===== config.mk =====
export PLATFORM = sky130hd
export DESIGN_NAME = csi2_pixel_to_axis_flat
export DESIGN_NICKNAME = d
export VERILOG_FILES = /design/src/rtl/csi2_pixel_to_axis_if.sv /design/src/rtl/csi2_pixel_to_axis.sv /design/src/flat_wrapper.sv
export SDC_FILE = /design/constraint.sdc
export NUM_CORES = 1
export LEC_CHECK = 0
export ABC_AREA = 0
export BUFFER_PORTS_ARGS = -buffer_cell sky130_fd_sc_hd__buf_2
export CORE_ASPECT_RATIO = 0.6
export CORE_UTILIZATION = 53
export CTS_BUF_LIST = sky130_fd_sc_hd__clkbuf_8
export CTS_CLUSTER_DIAMETER = 80
export DETAILED_ROUTE_END_ITERATION = 8
export MAX_ROUTING_LAYER = met4
export PLACE_DENSITY = 0.73
export SLEW_MARGIN = 20
export SYNTH_ARGS = -nofsm -noshare
export SYNTH_HDL_FRONTEND = slang
export SYNTH_SLANG_ARGS = --single-unit

===== constraint.sdc =====
create_clock -name clk -period 5.2 [get_ports clk]
set_input_delay 1.56 -clock clk [delete_from_list [all_inputs] [get_ports clk]]
set_output_delay 1.56 -clock clk [all_outputs]
set_load 0.1 [all_outputs]

===== src/rtl/csi2_pixel_to_axis_if.sv =====
// AXI4-Stream video bus carrying pixel beats out of csi2_pixel_to_axis.
//   tdata  : LANES_NUM*DATA_BITS pixels, pixel 0 in the LSBs
//   tvalid : beat available (source -> sink)
//   tready : sink accepts the beat (sink -> source)
//   tuser  : start of frame, set on the first beat after Frame Start
//   tlast  : end of line, set on the last beat of a line packet
interface csi2_pixel_to_axis_if #(
  parameter int DATA_W = 40
) ();
  logic [DATA_W-1:0] tdata;
  logic              tvalid;
  logic              tready;
  logic              tuser;
  logic              tlast;

  modport master (output tdata, output tvalid, output tuser, output tlast, input tready);
  modport slave  (input tdata, input tvalid, input tuser, input tlast, output tready);
endinterface


===== src/rtl/csi2_pixel_to_axis.sv =====
// Converts the CSI-2 pixel-stage stream (packet-active flag, data identifier,
// pixel beats) into an AXI4-Stream video stream with start-of-frame in tuser
// and end-of-line in tlast, buffered through a small output FIFO.
//   clk, rst_n       : DPHY byte clock, asynchronous active-low reset
//   pix_valid        : packet active; its rising edge is a packet start
//   pix_di           : data identifier, [5:0] is the data type
//   pix_data         : LANES_NUM pixels of DATA_BITS each, pixel 0 in LSBs
//   pix_data_enable  : pix_data carries pixels this cycle
//   m_axis           : AXI4-Stream master (tdata/tvalid/tready/tuser/tlast)
//   frame_count      : frames completed (Frame End seen) since reset
//   line_count       : lines written in the last completed frame
//   overflow         : sticky, set when a beat is dropped on a full FIFO
//   overflow_clr     : clears overflow (a same-cycle set wins)
module csi2_pixel_to_axis #(
  parameter int LANES_NUM      = 4,
  parameter int DATA_BITS      = 10,
  parameter int FIFO_ADDR_BITS = 4
) (
  input  logic                           clk,
  input  logic                           rst_n,
  input  logic                           pix_valid,
  input  logic [7:0]                     pix_di,
  input  logic [LANES_NUM*DATA_BITS-1:0] pix_data,
  input  logic                           pix_data_enable,
  csi2_pixel_to_axis_if.master           m_axis,
  output logic [15:0]                    frame_count,
  output logic [15:0]                    line_count,
  output logic                           overflow,
  input  logic                           overflow_clr
);

  localparam int PIX_W = LANES_NUM * DATA_BITS;
  localparam int DEPTH = 1 << FIFO_ADDR_BITS;
  localparam int ENT_W = PIX_W + 2;
  localparam logic [FIFO_ADDR_BITS:0] DEPTH_C = (FIFO_ADDR_BITS + 1)'(DEPTH);

  localparam logic [5:0] DT_FS   = 6'h00;
  localparam logic [5:0] DT_FE   = 6'h01;
  localparam logic [5:0] DT_LINE = 6'h2B;

  typedef enum logic [1:0] {WAIT_FS, FRAME, LINE} state_t;

  state_t state, state_nxt;

  logic             pix_valid_q;
  logic             pkt_start, pkt_end;
  logic             is_fs, is_fe, is_line;
  logic             fs_accept, fe_accept;
  logic             beat, flush;
  logic             wr_en, wr_ok, wr_user, wr_last, rd_en, ovf_set;
  logic             sof_pending;
  logic [15:0]      lines_in_frame;

  logic             hold_vld_p0;
  logic [PIX_W-1:0] hold_data_p0;

  logic [ENT_W-1:0]          mem [DEPTH];
  logic [FIFO_ADDR_BITS-1:0] wr_ptr, rd_ptr;
  logic [FIFO_ADDR_BITS:0]   count;
  logic                      full, empty;

  // Virtual channel bits are not used for routing in this block.
  logic [1:0] unused_vc;
  assign unused_vc = pix_di[7:6];

  assign pkt_start = pix_valid & ~pix_valid_q;
  assign pkt_end   = ~pix_valid & pix_valid_q;
  assign is_fs     = pkt_start && (pix_di[5:0] == DT_FS);
  assign is_fe     = pkt_start && (pix_di[5:0] == DT_FE);
  assign is_line   = pkt_start && (pix_di[5:0] == DT_LINE);

  assign full  = (count == DEPTH_C);
  assign empty = (count == '0);
  assign rd_en = m_axis.tvalid && m_axis.tready;

  always_comb begin
    state_nxt = state;
    fs_accept = 1'b0;
    fe_accept = 1'b0;
    beat      = 1'b0;
    flush     = 1'b0;
    unique case (state)
      WAIT_FS: begin
        fs_accept = is_fs;
        if (is_fs) state_nxt = FRAME;
      end
      FRAME: begin
        fs_accept = is_fs;
        fe_accept = is_fe;
        // A line may carry pixels on its very first active cycle.
        beat      = is_line && pix_data_enable;
        if (is_line)    state_nxt = LINE;
        else if (is_fe) state_nxt = WAIT_FS;
      end
      LINE: begin
        beat  = pix_valid && pix_data_enable;
        flush = pkt_end && hold_vld_p0;
        if (pkt_end) state_nxt = FRAME;
      end
      default: state_nxt = WAIT_FS;
    endcase
    // The held beat leaves either when a successor arrives or at line end;
    // the two cannot coincide because a line end has pix_valid low.
    wr_en   = (beat && hold_vld_p0) || flush;
    wr_last = flush;
    wr_user = sof_pending;
    // A read on the same edge frees the slot, so a full FIFO still accepts.
    wr_ok   = wr_en && (!full || rd_en);
    ovf_set = wr_en && !wr_ok;
  end

  // Stage boundary: packet tracking, held beat, frame/line bookkeeping.
  always_ff @(posedge clk or negedge rst_n) begin
    if (!rst_n) begin
      state          <= WAIT_FS;
      pix_valid_q    <= 1'b0;
      hold_vld_p0    <= 1'b0;
      sof_pending    <= 1'b0;
      lines_in_frame <= '0;
      frame_count    <= '0;
      line_count     <= '0;
      overflow       <= 1'b0;
    end else begin
      state       <= state_nxt;
      pix_valid_q <= pix_valid;

      if (beat)         hold_vld_p0 <= 1'b1;
      else if (pkt_end) hold_vld_p0 <= 1'b0;

      // A dropped start-of-frame beat keeps sof_pending for the next write.
      if (fs_accept)              sof_pending <= 1'b1;
      else if (wr_ok && wr_user)  sof_pending <= 1'b0;

      if (fe_accept) begin
        frame_count    <= frame_count + 16'd1;
        line_count     <= lines_in_frame;
        lines_in_frame <= '0;
      end else if (flush) begin
        lines_in_frame <= lines_in_frame + 16'd1;
      end

      if (ovf_set)           overflow <= 1'b1;
      else if (overflow_clr) overflow <= 1'b0;
    end
  end

  always_ff @(posedge clk) begin
    if (beat) hold_data_p0 <= pix_data;
  end

  // Stage boundary: output FIFO, entry = {tuser, tlast, tdata}.
  always_ff @(posedge clk or negedge rst_n) begin
    if (!rst_n) begin
      wr_ptr <= '0;
      rd_ptr <= '0;
      count  <= '0;
    end else begin
      if (wr_ok) wr_ptr <= wr_ptr + 1'b1;
      if (rd_en) rd_ptr <= rd_ptr + 1'b1;
      unique case ({wr_ok, rd_en})
        2'b10:   count <= count + 1'b1;
        2'b01:   count <= count - 1'b1;
        default: count <= count;
      endcase
    end
  end

  always_ff @(posedge clk) begin
    if (wr_ok) mem[wr_ptr] <= {wr_user, wr_last, hold_data_p0};
  end

  // Outputs read as zero whenever nothing is queued, including under reset.
  assign m_axis.tvalid = !empty;
  assign {m_axis.tuser, m_axis.tlast, m_axis.tdata} = empty ? '0 : mem[rd_ptr];

endmodule

===== src/flat_wrapper.sv =====
// flat-port wrapper written by rule: the top's interface ports become plain ports
module csi2_pixel_to_axis_flat 
#(
  parameter int LANES_NUM      = 4,
  parameter int DATA_BITS      = 10,
  parameter int FIFO_ADDR_BITS = 4
)
  (clk, rst_n, pix_valid, pix_di, pix_data, pix_data_enable, frame_count, line_count, overflow, overflow_clr, m_axis_tdata, m_axis_tvalid, m_axis_tuser, m_axis_tlast, m_axis_tready);
  csi2_pixel_to_axis_if m_axis_i ();
  input  logic clk;
  input  logic rst_n;
  input  logic pix_valid;
  input  logic [7:0] pix_di;
  input  logic [LANES_NUM*DATA_BITS-1:0] pix_data;
  input  logic pix_data_enable;
  output logic [15:0] frame_count;
  output logic [15:0] line_count;
  output logic overflow;
  input  logic overflow_clr;
  output wire logic [$bits(m_axis_i.tdata)-1:0] m_axis_tdata;
  output wire logic [$bits(m_axis_i.tvalid)-1:0] m_axis_tvalid;
  output wire logic [$bits(m_axis_i.tuser)-1:0] m_axis_tuser;
  output wire logic [$bits(m_axis_i.tlast)-1:0] m_axis_tlast;
  input wire logic [$bits(m_axis_i.tready)-1:0] m_axis_tready;
  assign m_axis_tdata = m_axis_i.tdata;
  assign m_axis_tvalid = m_axis_i.tvalid;
  assign m_axis_tuser = m_axis_i.tuser;
  assign m_axis_tlast = m_axis_i.tlast;
  assign m_axis_i.tready = m_axis_tready;
  csi2_pixel_to_axis #(.LANES_NUM(LANES_NUM), .DATA_BITS(DATA_BITS), .FIFO_ADDR_BITS(FIFO_ADDR_BITS)) u_core (.clk(clk), .rst_n(rst_n), .pix_valid(pix_valid), .pix_di(pix_di), .pix_data(pix_data), .pix_data_enable(pix_data_enable), .m_axis(m_axis_i), .frame_count(frame_count), .line_count(line_count), .overflow(overflow), .overflow_clr(overflow_clr));
endmodule

### Yosys cells after proc, flatten, opt, wreduce, memory -nomap -nowiden

Memories as Yosys holds them, arrays and structs flattened.
Cells that the tools add are included.

* logic and storage cells: 80
* bits in writable memories: 672
* flip-flop bits (word level): 107
* bits of input ports: 54
* bits in latches: 0
* output and inout bits: 76
* memories: 1
* bits in read-only memories: 0

Memories
* u_core.mem: words 16, bits a word 42, read ports 1, clocked after Yosys merged registers in 0, write ports 1, line csi2_pixel_to_axis.sv:57 `logic [ENT_W-1:0] mem [DEPTH];`

* $add $sub $neg: 6
* shift operators: 0
* div/mod/pow operators: 0
* multiply operators: 0
* multiplexer cells: 21
* bitwise logic cells: 4
* reductions and logical operators: 26
* order comparisons: 0
* eq/ne operators: 10

Operators by type and width (count)
* $mux W42: 1
* $add A16 B1 Y16 const B: 2
* $mux W16: 2
* $logic_and A1 B1 Y1: 11
* $mux W1: 11
* $pmux W5 S2: 1
* $reduce_bool A2 Y1: 5
* $add A4 B1 Y4 const B: 2
* $mux W2: 4
* $eq A6 B1 Y1 const B: 1
* $eq A6 B6 Y1 const B: 1
* $logic_not A6 Y1: 1
* $pmux W2 S3: 1
* $add A5 B1 Y5 const B: 1
* $eq A5 B5 Y1 const B: 1
* $logic_not A5 Y1: 1
* $sub A5 B1 Y5 const B: 1
* $eq A2 B1 Y1 const B: 2
* $eq A2 B2 Y1 const B: 2
* $ne A2 B1 Y1 const B: 2
* $logic_not A1 Y1: 3
* $ne A3 B1 Y1 const B: 1
* $reduce_and A3 Y1: 1
* $and A1 B1 Y1: 2
* other kinds (5): 7

### Longest topological paths before layout

* depth after elaboration: 11
* mapped depth: 12
* depth with buffers taken out: 12

### Worst setup path after synthesis

Ideal clock, no wire load.

* path kind: input port to flip-flop
* start: input pix_di[2]
* end: memory u_core.mem[3][0] (netlist name) (enable)
* buffers on the path: 1
* setup time: 493 ps
* required time: 4707 ps
* stages on the path: 6
* path slack: -942 ps
* arrival: 5649 ps
* cells stage by stage: nor4b_2 nand4_1 a21boi_1 buf_2 nand2_1 nor3_1

* longest elaborated chain between the ends: 9

Ends and longest elaborated chain
* from (decl): line flat_wrapper.sv:13 `input logic [7:0] pix_di;`
* $eq A6 B6 Y1: line csi2_pixel_to_axis.sv:70 `assign is_line = pkt_start && (pix_di[5:0] == DT_LINE);`
* $logic_and A1 B1 Y1: line csi2_pixel_to_axis.sv:70
* $logic_and A1 B1 Y1: line csi2_pixel_to_axis.sv:91 `beat = is_line && pix_data_enable;`
* $pmux W1 S2: line csi2_pixel_to_axis.sv:82 `unique case (state)`
* $logic_and A1 B1 Y1: line csi2_pixel_to_axis.sv:104 `wr_en = (beat && hold_vld_p0) || flush;`
* $logic_or A1 B1 Y1: line csi2_pixel_to_axis.sv:104
* $logic_and A1 B1 Y1: line csi2_pixel_to_axis.sv:108 `wr_ok = wr_en && (!full || rd_en);`
* $mux W1: line csi2_pixel_to_axis.sv:169 `if (wr_ok) mem[wr_ptr] <= {wr_user, wr_last, hold_data_p0};`
* $mux W1 (implied by the code): line csi2_pixel_to_axis.sv:169
* to (decl): line csi2_pixel_to_axis.sv:57

Every way passes these cells.

### Final worst setup path

* start: register u_core.rd_ptr[0]
* end: output m_axis_tdata[19]

* longest elaborated chain between the ends: 2

Ends and longest elaborated chain
* from (decl): line csi2_pixel_to_axis.sv:58 `logic [FIFO_ADDR_BITS-1:0] wr_ptr, rd_ptr;`
* from (signal assigned): line csi2_pixel_to_axis.sv:159 `if (rd_en) rd_ptr <= rd_ptr + 1'b1;`
* $mem_v2 Z16 W42
* $mux W42: line csi2_pixel_to_axis.sv:174 `assign {m_axis.tuser, m_axis.tlast, m_axis.tdata} = empty ? '0 : mem[rd_ptr];`
* to (decl): line flat_wrapper.sv:20 `output wire logic [$bits(m_axis_i.tdata)-1:0] m_axis_tdata;`

Every way passes these cells.

==> results.tsv <==
metric	value	unit
PwrDens	516	nW/um^2
prevailing post-synth register cell	edfxtp_1	
Worst EP arrival	3390	ps
Setup Skew	23.7	ps
Finished Layout Cells	2420	
Initial DRT Pass Iterations	5	
max_cap viols	0	
CP Class	reg -> out	
hold_buf cts	0	
WP buf/inv	2	
most frequent cell on the critical path	mux4_2	
Clock Latency Late Sink	690	ps
number of global-route vias before repair	14400	
Final #Nets	1647	
initial antenna violation count	2	
CTS tree	done	
die area	57400	sq um
post-synthesis async set-or-reset flop share	8.60	%
Area growth syn-to-layout	12.8	%
outcome	finished, final reports clean	
Synth Cell Area	29900	sq um
Mapped Avg Cell Area	22.0	sq um
Pwr Total	17.4	mW
Seq/Total Area, Yosys	77.1	%
post-synthesis register bit count	779	
pre-CTS WS	515	ps
share of cells above drive strength 1	32.5	%
Hold Violations, Final	0	
critical path's slowest cell	dfrtp_4	
Die Wd	309	microns
crit-path cells	buf_12, mux4_2, mux4_2, and2_1, buf_2	
CP endpoint kind	primary output	
Post-CTS Setup Bufs	0	
die height	186	microns
vias per cell	5.81	
CP startpoint kind	register	
effective utilization at floorplan	53.7	%
Req. time, crit path	3640	ps
CTS Buffer Depth	3	
core box area	55700	sq um
# rows	67	
number of synthesized flops with an enable pin	712	
post-route ant nets	0	
Hold/Removal Path Class	reg -> reg	
Placer Congestion	0.770	
number of port buffers	127	
# clock sinks	779	
drt wl/cell	25.2	microns
post-cts sizing count	0	
total gr overflow	0	
Final Setup Violations	0	
H-tree depth	3	
Ys Warns	0	
total CTS buffers	105	
DRC viols	0	
fmax	0.202	GHz
global-route wire length before repair	90.6	mm
final worst slack	247	ps
Worst-Margin Slew	748	ps
CP top delay family	multiplexers	
Cell variety after synth	44	
via count	14100	
DRT iter0 DRCs	1440	
RSZ-0062 raised after global routing	false	
largest stage delay on the critical path	600	ps
Worst-path clk slew	70	ps
Syn Inst Count	1362	
final core utilization	60.6	%
HPWL Detailed	32.5	mm
Max IR drop VDD	0.424	mV
Rel. slew slack	50.0	%
Syn Nets	1429	
LEAKAGE	11.3	nW
largest fanout on the critical path	59	
period utilization	95.3	%
pin count of the biggest net entering global routing	60	
count of pins over their slew limit	0	
final wirelength	61.1	mm
Root Buffer	clkbuf_8	
placed cell count	2232	
Final min period	4950	ps
Post-Route Setup TNS	0	ps
Ports	130	
Total GRT Usage	22.7	%
cells by family after synthesis:
kind of cell             count (synthesis)  synth area share, %
AO/OA/AOI/OAI                           30                0.619
XOR/XNOR                                40                 1.17
adder cells (fa/ha/maj)                 13                0.544
buffers and inverters                   73                 1.20
flip-flops                             779                 77.1
multiplexers                           213                 15.9
AND/OR/NAND/NOR                        214                 3.48
worst reg2reg max path: cells and delay by family (launching register included):
family,cells,cell delay (ps)
flops,1,380
fa+ha+maj,1,350
compound gates,1,660
simple gates,4,1300
buf+inv,2,460
sequential cells by signal, summed over array words and instances (netlist names):
name,cells
u_core.mem,672
u_core.hold_data_p0,40
u_core.frame_count,16
u_core.line_count,16
u_core.lines_in_frame,16
u_core.count,5
u_core.rd_ptr,4
u_core.wr_ptr,4
u_core.state,2
u_core.hold_vld_p0,1
u_core.overflow,1
u_core.pix_valid_q,1
u_core.sof_pending,1
cells in the final DEF (no fill, tap or decap), drive strengths merged, types with 24 or more instances in the layout:
cell    count
and2       42
edfxtp    712
nor2       37
buf       171
nand2      78
dfrtp      67
inv        50
clkinv     35
xnor2      24
mux4      210
clkbuf    111
synth_stat cells (all sizes together), types with 3 or more instances:
cell type | n | area [sq um]
nand3 | 18 | 90.1
and2 | 42 | 263
buf | 27 | 186
nand2 | 78 | 293
dfrtp | 67 | 1680
edfxtp | 712 | 21400
nor2 | 37 | 139
a21o | 4 | 30.0
o21ai | 8 | 40.0
nand2b | 3 | 18.8
clkbuf | 33 | 124
a21oi | 8 | 40.0
a31oi | 3 | 18.8
nand4 | 9 | 56.3
nor3 | 8 | 40.0
xor2 | 16 | 140
ha | 13 | 163
xnor2 | 24 | 210
mux4 | 210 | 4730
and3 | 8 | 50.1
inv | 13 | 48.8
per-stage QoR:
step	hold WS, ps	cell area (sq um)
3_5_place_dp	459	31800
5_1_grt	497	33800
4_1_cts	476	33800
3_3_place_gp	453	31800
6_report	471	33800
2_1_floorplan	459	29900
final timing paths:
| kind | start | endpoint | slack (ps) | cells after the start |
|---|---|---|---|---|
| worst max-delay path | u_core.rd_ptr[0] | m_axis_tdata[19] | 250 | 5 |
| worst min-delay path | u_core.line_count[9] | u_core.line_count[9] | 470 | 2 |
| worst max register to register | u_core.state[0] | u_core.mem[4][6] | 1670 | 8 |
| worst min register to register | u_core.line_count[9] | u_core.line_count[9] | 470 | 2 |
| max in group asynchronous | rst_n | u_core.line_count[11] | 3300 | 2 |
| min in group asynchronous | rst_n | u_core.frame_count[11] | 920 | 1 |
power by group:
part / switching [mW] / internal (mW)
Sequential: 0.185 / 6.79
Combinational: 4.00 / 2.12
Clock: 2.18 / 2.12
layout make-up:
class,count,area [sq um]
tap,759,950
inverter,13,48.8
sequential,779,23100
clock inverter,76,407
multi-input combinational,510,6650
antenna,1,2.50
timing repair buffer,171,1100
fill,3865,22000
clock buffer,111,1530
routing by layer:
layer  global-route usage (%)  vias up  part of all wire, %
li1                         -     6035                    -
met1                     32.5     7385                   44
met2                     34.5      554                   48
met3                     4.08       76                  7.0
met4                     5.21        0                  1.3
met5                        -        -                    0
No activity file was read; power rests on OpenSTA's default activity.
